[src/rtl/rv32im_dmem_bridge.sv]
// Load/store bridge between an RV32IM LSU and a word-wide data memory.
// Handles byte/half/word lanes, sign extension and optional two-word split of misaligned accesses.
module rv32im_dmem_bridge #(
  parameter bit SPLIT_MISALIGNED = 1'b1
) (
  input  logic        clk,
  input  logic        rst,
  input  logic        lsu_req_valid,
  output logic        lsu_req_ready,
  input  logic [31:0] lsu_req_addr,
  input  logic [31:0] lsu_req_wdata,
  input  logic        lsu_req_we,
  input  logic [1:0]  lsu_req_size,
  input  logic        lsu_req_unsigned,
  output logic        lsu_resp_valid,
  output logic [31:0] lsu_resp_data,
  output logic        dmem_req_valid,
  output logic [31:0] dmem_req_addr,
  output logic [31:0] dmem_req_data,
  output logic [3:0]  dmem_req_write_en,
  input  logic        dmem_resp_valid,
  input  logic [31:0] dmem_resp_data
);

  typedef enum logic [2:0] {IDLE, ISSUE0, WAIT0, ISSUE1, WAIT1, RESP} state_t;

  state_t      state;
  logic [31:0] addr_reg;
  logic [1:0]  off_reg;
  logic [2:0]  nbytes_reg;
  logic        we_reg;
  logic        unsigned_reg;
  logic        split_reg;
  logic [3:0]  hi_lanes_reg;
  logic [31:0] hi_data_reg;
  logic [31:0] word0_reg;

  logic [31:0] in_addr;
  logic [1:0]  in_off;
  logic [2:0]  in_nbytes;
  logic [3:0]  in_mask;
  logic        in_split;
  logic [3:0]  lo_lanes, hi_lanes;
  logic [31:0] lo_data, hi_data;

  always_comb begin
    in_addr = lsu_req_addr;
    if (!SPLIT_MISALIGNED) begin
      if (lsu_req_size[1])      in_addr[1:0] = 2'b00;
      else if (lsu_req_size[0]) in_addr[0]   = 1'b0;
    end
    in_off = in_addr[1:0];
    if (lsu_req_size[1]) begin
      in_nbytes = 3'd4;
      in_mask   = 4'b1111;
    end else if (lsu_req_size[0]) begin
      in_nbytes = 3'd2;
      in_mask   = 4'b0011;
    end else begin
      in_nbytes = 3'd1;
      in_mask   = 4'b0001;
    end
    in_split = SPLIT_MISALIGNED && (({1'b0, in_off} + in_nbytes) > 3'd4);
    // The high halves are what spill into the next word; zero when off = 0.
    lo_lanes = in_mask << in_off;
    hi_lanes = in_mask >> (3'd4 - {1'b0, in_off});
    lo_data  = lsu_req_wdata << {in_off, 3'b000};
    hi_data  = lsu_req_wdata >> (6'd32 - {1'b0, in_off, 3'b000});
  end

  function automatic logic [31:0] load_value(input logic [31:0] w0, input logic [31:0] w1,
                                             input logic [1:0] off, input logic [2:0] nb,
                                             input logic uns);
    logic [31:0] s;
    s = (w0 >> {off, 3'b000}) | (w1 << (6'd32 - {1'b0, off, 3'b000}));
    case (nb)
      3'd1:    load_value = uns ? {24'd0, s[7:0]}  : {{24{s[7]}}, s[7:0]};
      3'd2:    load_value = uns ? {16'd0, s[15:0]} : {{16{s[15]}}, s[15:0]};
      default: load_value = s;
    endcase
  endfunction

  always_ff @(posedge clk or posedge rst) begin
    if (rst) begin
      state             <= IDLE;
      lsu_req_ready     <= 1'b1;
      lsu_resp_valid    <= 1'b0;
      lsu_resp_data     <= 32'd0;
      dmem_req_valid    <= 1'b0;
      dmem_req_addr     <= 32'd0;
      dmem_req_data     <= 32'd0;
      dmem_req_write_en <= 4'd0;
      addr_reg          <= 32'd0;
      off_reg           <= 2'd0;
      nbytes_reg        <= 3'd0;
      we_reg            <= 1'b0;
      unsigned_reg      <= 1'b0;
      split_reg         <= 1'b0;
      hi_lanes_reg      <= 4'd0;
      hi_data_reg       <= 32'd0;
      word0_reg         <= 32'd0;
    end else begin
      dmem_req_valid    <= 1'b0;
      dmem_req_addr     <= 32'd0;
      dmem_req_data     <= 32'd0;
      dmem_req_write_en <= 4'd0;
      lsu_resp_valid    <= 1'b0;
      lsu_resp_data     <= 32'd0;
      case (state)
        IDLE: begin
          if (lsu_req_valid && lsu_req_ready) begin
            addr_reg          <= {in_addr[31:2], 2'b00};
            off_reg           <= in_off;
            nbytes_reg        <= in_nbytes;
            we_reg            <= lsu_req_we;
            unsigned_reg      <= lsu_req_unsigned;
            split_reg         <= in_split;
            hi_lanes_reg      <= hi_lanes;
            hi_data_reg       <= hi_data;
            lsu_req_ready     <= 1'b0;
            dmem_req_valid    <= 1'b1;
            dmem_req_addr     <= {in_addr[31:2], 2'b00};
            dmem_req_data     <= lo_data;
            dmem_req_write_en <= lsu_req_we ? lo_lanes : 4'd0;
            state             <= ISSUE0;
          end
        end
        ISSUE0: begin
          if (!we_reg) begin
            state <= WAIT0;
          end else if (split_reg) begin
            dmem_req_valid    <= 1'b1;
            dmem_req_addr     <= addr_reg + 32'd4;
            dmem_req_data     <= hi_data_reg;
            dmem_req_write_en <= hi_lanes_reg;
            state             <= ISSUE1;
          end else begin
            lsu_resp_valid <= 1'b1;
            state          <= RESP;
          end
        end
        WAIT0: begin
          if (dmem_resp_valid) begin
            if (split_reg) begin
              word0_reg      <= dmem_resp_data;
              dmem_req_valid <= 1'b1;
              dmem_req_addr  <= addr_reg + 32'd4;
              dmem_req_data  <= hi_data_reg;
              state          <= ISSUE1;
            end else begin
              lsu_resp_valid <= 1'b1;
              lsu_resp_data  <= load_value(dmem_resp_data, 32'd0, off_reg, nbytes_reg, unsigned_reg);
              state          <= RESP;
            end
          end
        end
        ISSUE1: begin
          if (we_reg) begin
            lsu_resp_valid <= 1'b1;
            state          <= RESP;
          end else begin
            state <= WAIT1;
          end
        end
        WAIT1: begin
          if (dmem_resp_valid) begin
            lsu_resp_valid <= 1'b1;
            lsu_resp_data  <= load_value(word0_reg, dmem_resp_data, off_reg, nbytes_reg, unsigned_reg);
            state          <= RESP;
          end
        end
        RESP: begin
          lsu_req_ready <= 1'b1;
          state         <= IDLE;
        end
        default: begin
          lsu_req_ready <= 1'b1;
          state         <= IDLE;
        end
      endcase
    end
  end

endmodule

[config.mk]
export PLATFORM = sky130hd
export DESIGN_NAME = rv32im_dmem_bridge
export DESIGN_NICKNAME = d
export VERILOG_FILES = /design/src/rtl/rv32im_dmem_bridge.sv
export SDC_FILE = /design/constraint.sdc
export NUM_CORES = 1
export LEC_CHECK = 0
export CAP_MARGIN = 20
export CORE_ASPECT_RATIO = 1.1
export CORE_UTILIZATION = 53
export CTS_BUF_LIST = sky130_fd_sc_hd__clkbuf_16
export CTS_CLUSTER_DIAMETER = 200
export CTS_CLUSTER_SIZE = 10
export DETAILED_ROUTE_END_ITERATION = 7
export GPL_TIMING_DRIVEN = 0
export PLACE_DENSITY = 0.79
export RECOVER_POWER = 100
export SLEW_MARGIN = 15
export SYNTH_ARGS = -nofsm -noshare
export SYNTH_HDL_FRONTEND = slang
export SYNTH_SLANG_ARGS = --single-unit
export TNS_END_PERCENT = 10
[constraint.sdc]
create_clock -name clk -period 9.67 [get_ports clk]
set_input_delay 1.934 -clock clk [delete_from_list [all_inputs] [get_ports clk]]
set_output_delay 1.934 -clock clk [all_outputs]
set_load 0.01 [all_outputs]
==> Yosys cells after proc, flatten, opt, wreduce, memory -nomap -nowiden <==
Cells that the tools add are included.
{ "word_totals": {"word_cells": 99, "reg_bits": 212} }
{ "op_classes": {"n_reduce_logical": 7, "shift": 8, "n_eq_ne": 9, "bitwise_logic": 3, "n_addsub": 5, "n_lt_le_gt_ge": 1, "n_mux": 49} }
{ "op_table": {"columns": ["cell", "count"], "rows": [
  ["32-bit 2-to-1 mux", 15],
  ["32-bit case mux with 2 select lines", 3],
  ["32-bit case mux with 3 select lines", 2],
  ["32-bit bitwise OR", 2],
  ["32-bit by 5-bit right shift with 32-bit output", 2],
  ["32-bit by 3-bit adder with 32-bit output, second input constant", 1],
  ["1-bit by 6-bit << shifter with 32-bit output, first input constant", 1],
  ["32-bit by 5-bit << shifter with 32-bit output", 1],
  ["32-bit by 6-bit << shifter with 32-bit output", 1],
  ["32-bit by 6-bit right shift with 32-bit output", 1],
  ["4-bit 2-to-1 mux", 5],
  ["3-bit 2-to-1 mux", 6],
  ["3-bit case mux with 5 select lines", 1],
  ["6-bit by 5-bit subtractor with 6-bit output, first input constant", 2],
  ["1-bit 2-to-1 mux", 11],
  ["3-bit by 2-bit equality test with 1-bit output, second input constant", 3],
  ["4-bit case mux with 2 select lines", 1],
  ["3-bit by 1-bit equality test with 1-bit output, second input constant", 2],
  ["2-bit != test, second input constant", 3],
  ["3-bit AND reduction", 2],
  ["2-bit 2-to-1 mux", 2],
  ["1-bit case mux with 4 select lines", 1],
  ["2-bit AND reduction", 2],
  ["4-bit OR reduction", 1],
  ["other kinds (11)", 11]
]} }

==> Longest topological paths before layout <==
{ "depth": {"ltp_word": 8, "ltp_mapped": 12, "mapped_depth_nobuf": 9} }

==> Worst setup path after synthesis <==
OpenSTA, ideal clock, no wires.
{ "synth_timing": {"kind": "input to register", "startpoint": "in lsu_req_addr[0]", "endpoint": "reg hi_data_reg[0]", "stages": 9, "arrival_ns": 4.374, "setup_slack_ns": 5.174, "n_path_buf": 4, "cell_sequence": "clkbuf_1 > clkinv_1 > clkbuf_1 > ha_1 > clkbuf_1 > clkbuf_1 > mux2i_1 > nand2_1 > a32o_1"} }
{ "synth_between": {"elab_chain_len": 2} }
{ "synth_lines": {"columns": ["element", "line", "text"], "rows": [
  ["from (decl)", "10", "input logic [31:0] lsu_req_addr,"],
  ["6-bit by 5-bit subtractor with 6-bit output", "68", "hi_data = lsu_req_wdata >> (6'd32 - {1'b0, in_off, 3'b000});"],
  ["32-bit by 6-bit right shift with 32-bit output", "68", null],
  ["to (signal assigned)", "119", "hi_data_reg <= hi_data;"],
  ["to (decl)", "35", "logic [31:0] hi_data_reg;"]
]} }
No other way between the ends.
A chain may end at the register's enable or synchronous reset.

==> Final worst setup path <==
{ "layout_timing": {"startpoint": "in lsu_req_addr[0]", "endpoint": "reg hi_data_reg[7]"} }
The elaborated chain is that of the path after synthesis.

==> flow_summary.ini <==
[run_status]
status = complete, but fails checks
violations = capacitance limit, slew limit

[setup_path]
regToRegSetupSlack_ns = 4.78
worstSetupStartpoint = lsu_req_addr[0]
worst_ep_arrival_time_ns = 5.97
cpMaxStageDelayCell = clkbuf_1
crit_path_start_kind = input port
crit_type = input port to register
cpPeakStageDelay_ns = 0.70
cpMostUsedCell = clkbuf_1
critPathRequiredTime_ns = 10.07
cp-end-kind = register
cp_max_fo = 11
r2r-start = off_reg[0]$_DFFE_PP0P_
cp_cell_sequence = dlygate4sd3_1 > clkbuf_1 > clkinv_1 > clkbuf_1 > ha_1 > clkbuf_1 > clkbuf_1 > mux2i_1 > nand2_1 > a32o_1

[sta]
skew_ns = 0.00965
setup_viol = 0
hold_slack_ns = 0.477
finalCritPeriodShare_pct = 57.6
slew_viol_final = 99
rsz0062_at_grt = no
max_freq_mhz = 179
tightestPinTransition_ns = 4.38
fin_ws_ns = 4.10
relSlewSlack_pct = -194
hold_violations = 0
fin_crit_ns = 5.57

[grt]
grt_usage_pct = 35.3
met2_usage_pct = 56.8
grt_max_degree = 113
use_met1_pct = 43.2
top_usage_layer = met2
grtUsageMet3_pct = 7.30
first_global_vias = 9952
grt_pass1_wl_microns = 54900
antenna_found_initial = 1
grt_overflow = 0

[synth]
synth_edf_count = 0
synth_top_area_share_pct = 48.6
synth_top_family_by_area = compound AO/OA/AOI/OAI gates
synth_cell_types = 60
synth_xor_xnor_area_share_pct = 2.36
yosys_warnings = 0
async_flop_share_pct = 100
synth_area_leaders = dfrtp_1, mux2i_1, nand2_1
yosys.area_share.simple_pct = 13.4
synth_fa_ha_area_share_pct = 0.884
synth_largest_area_cell = dfrtp_1
synth_cells = 1084
synthMuxAreaShare_pct = 13.8
yosysSeqAreaShare_pct = 48.9
synth_area_sq_um = 10800
synth-compound-area-share_pct = 17.3
synth_flop_cell = dfrtp_1
syn_area_per_cell_sq_um = 9.93
ys_ff_latch = 210

[final_layout]
areaGrowthSynthToFinish_pct = 28.2
mostFrequentLayoutCells = nand2_1, dfrtp_1, dlygate4sd3_1
multiInputGateArea_sq_um = 5150
regArea_sq_um = 5260
antenna_cells = 0
final_area_sq_um = 13800
post-route-util_pct = 69.4
drive_gt1_share_pct = 7.33
final_common_cell = nand2_1
final_nets = 1426
n_fill_cell = 1562

[placed_design]
dpl.hpwl_microns = 25600
numPortBuffers = 203
post-place-ws_ns = 3.75
place_congestion = 1.03
dpl_cell_area_sq_um = 13100

[power_and_ir_drop]
power_leakage_nw = 6.80
powerDensity_nw_per_um2 = 133
ir_worst_vdd_mv = 0.136

[worst_hold_path]
hp-class = register to register
min-delay-start = hi_data_reg[25]$_DFFE_PP0P_

[detailed_routing]
dr.pass1.iters = 5
num_vias = 9963
drt_wl_total_microns = 36100
detail_route.wl_per_cell_microns = 22.9
drc = 0
via_per_inst = 6.33
drtIter0Drc = 845
antenna_left = 0

[clock_network]
cts_resized = 0
cts_tree = yes
clk_path_buf_depth = 3
clock-sinks = 210
post_cts_buffers = 0
cts_buffers = 24
path_clk_slew_ns = 0.06
worst_skew_pair.late_latency_ns = 0.52
cts-root-buf = clkbuf_16
cts_hold_buf = 0
cts.htree.levels = 1

[run]
drv_cap = 1

[floorplan]
pin_count = 207
num_rows = 54
dieWidth_microns = 138
initial_core_util_pct = 54.2
die_area_sq_um = 20900
die_h_microns = 151
core_area_sq_um = 19900
cells in the mapped netlist, drive strengths merged, types with 2 or more instances:
master and number:
a211oi 8, a21oi 53, a221o 10, a221oi 6, a22o 20, a22oi 17, a32o 19, and2 3
and3 8, and4 5, buf 28, clkbuf 46, dfrtp 209, ha 6, inv 13, mux2 56
mux2i 83, nand2 218, nand3 18, nand4 5, nor2 46, nor2b 8, nor3 9, nor3b 4
nor4 2, nor4b 2, nor4bb 2, o21a 2, o21ai 72, o221ai 9, o22a 6, o22ai 26
o2bb2ai 2, o31a 2, o31ai 11, o32a 5, or2 2, xnor2 18, xor2 11
final timing paths:
check                                                    to  depth (start not counted)
min in group asynchronous       dmem_req_addr[26]$_DFF_PP0_                          2
max in group asynchronous       dmem_req_data[31]$_DFF_PP0_                          2
worst min register to register  hi_data_reg[25]$_DFFE_PP0P_                          2
worst max-delay path             hi_data_reg[7]$_DFFE_PP0P_                         10
worst min-delay path            hi_data_reg[25]$_DFFE_PP0P_                          2
worst max register to register  lsu_resp_data[18]$_DFF_PP0_                         10
through the flow:
step | setup TNS, ns | instances | total power [mW]
6_report | 0 | 1575 | 1.84
5_1_grt | 0 | 1575 | 1.89
4_1_cts | 0 | 1575 | 1.84
3_5_place_dp | 0 | 1541 | 1.05
3_3_place_gp | -133.47 | 1540 | 1.05
2_1_floorplan | 0 | 1085 | 0.967
where the power goes:
| part | total [mW] | internal, mW | switching [mW] |
|---|---|---|---|
| sequential | 0.880 | 0.880 | 0 |
| clock | 0.795 | 0.455 | 0.340 |
| combinational | 0.163 | 0.0691 | 0.0936 |
| total | 1.84 | 1.40 | 0.433 |
worst max-delay path: cells and delay by family:
family	cells	cell delay, ns
muxes	1	0.29
AOI/OAI and AO/OA	1	0.26
buffers and inverters	6	3.00
adders and majority gates	1	0.39
and+or+nand+nor	1	0.07
per-layer routing:
metal	share of wire (%)	vias to the layer above
met5	0.039	-
met4	6.8	2
met3	8.9	180
met2	47	621
met1	37	4806
li1	-	4354
final cells by class:
cell class              instances  area share, %
clock buffers                  25           4.54
plain buffers                  74           2.16
well taps                     252           2.29
clock inverters                 9          0.245
repair buffers                204           14.9
inverters                      14          0.390
multi-input cells             787           37.3
flip-flops and latches        210           38.1
cell families after synthesis:
kind of cell | count (synthesis)
buffers and inverters | 88
AOI/OAI and AO/OA | 273
muxes | 140
adders and majority gates | 7
xor gates and xnor gates | 29
and+or+nand+nor | 336
DFF | 210
other | 1
(Power assumes the default switching activity.)
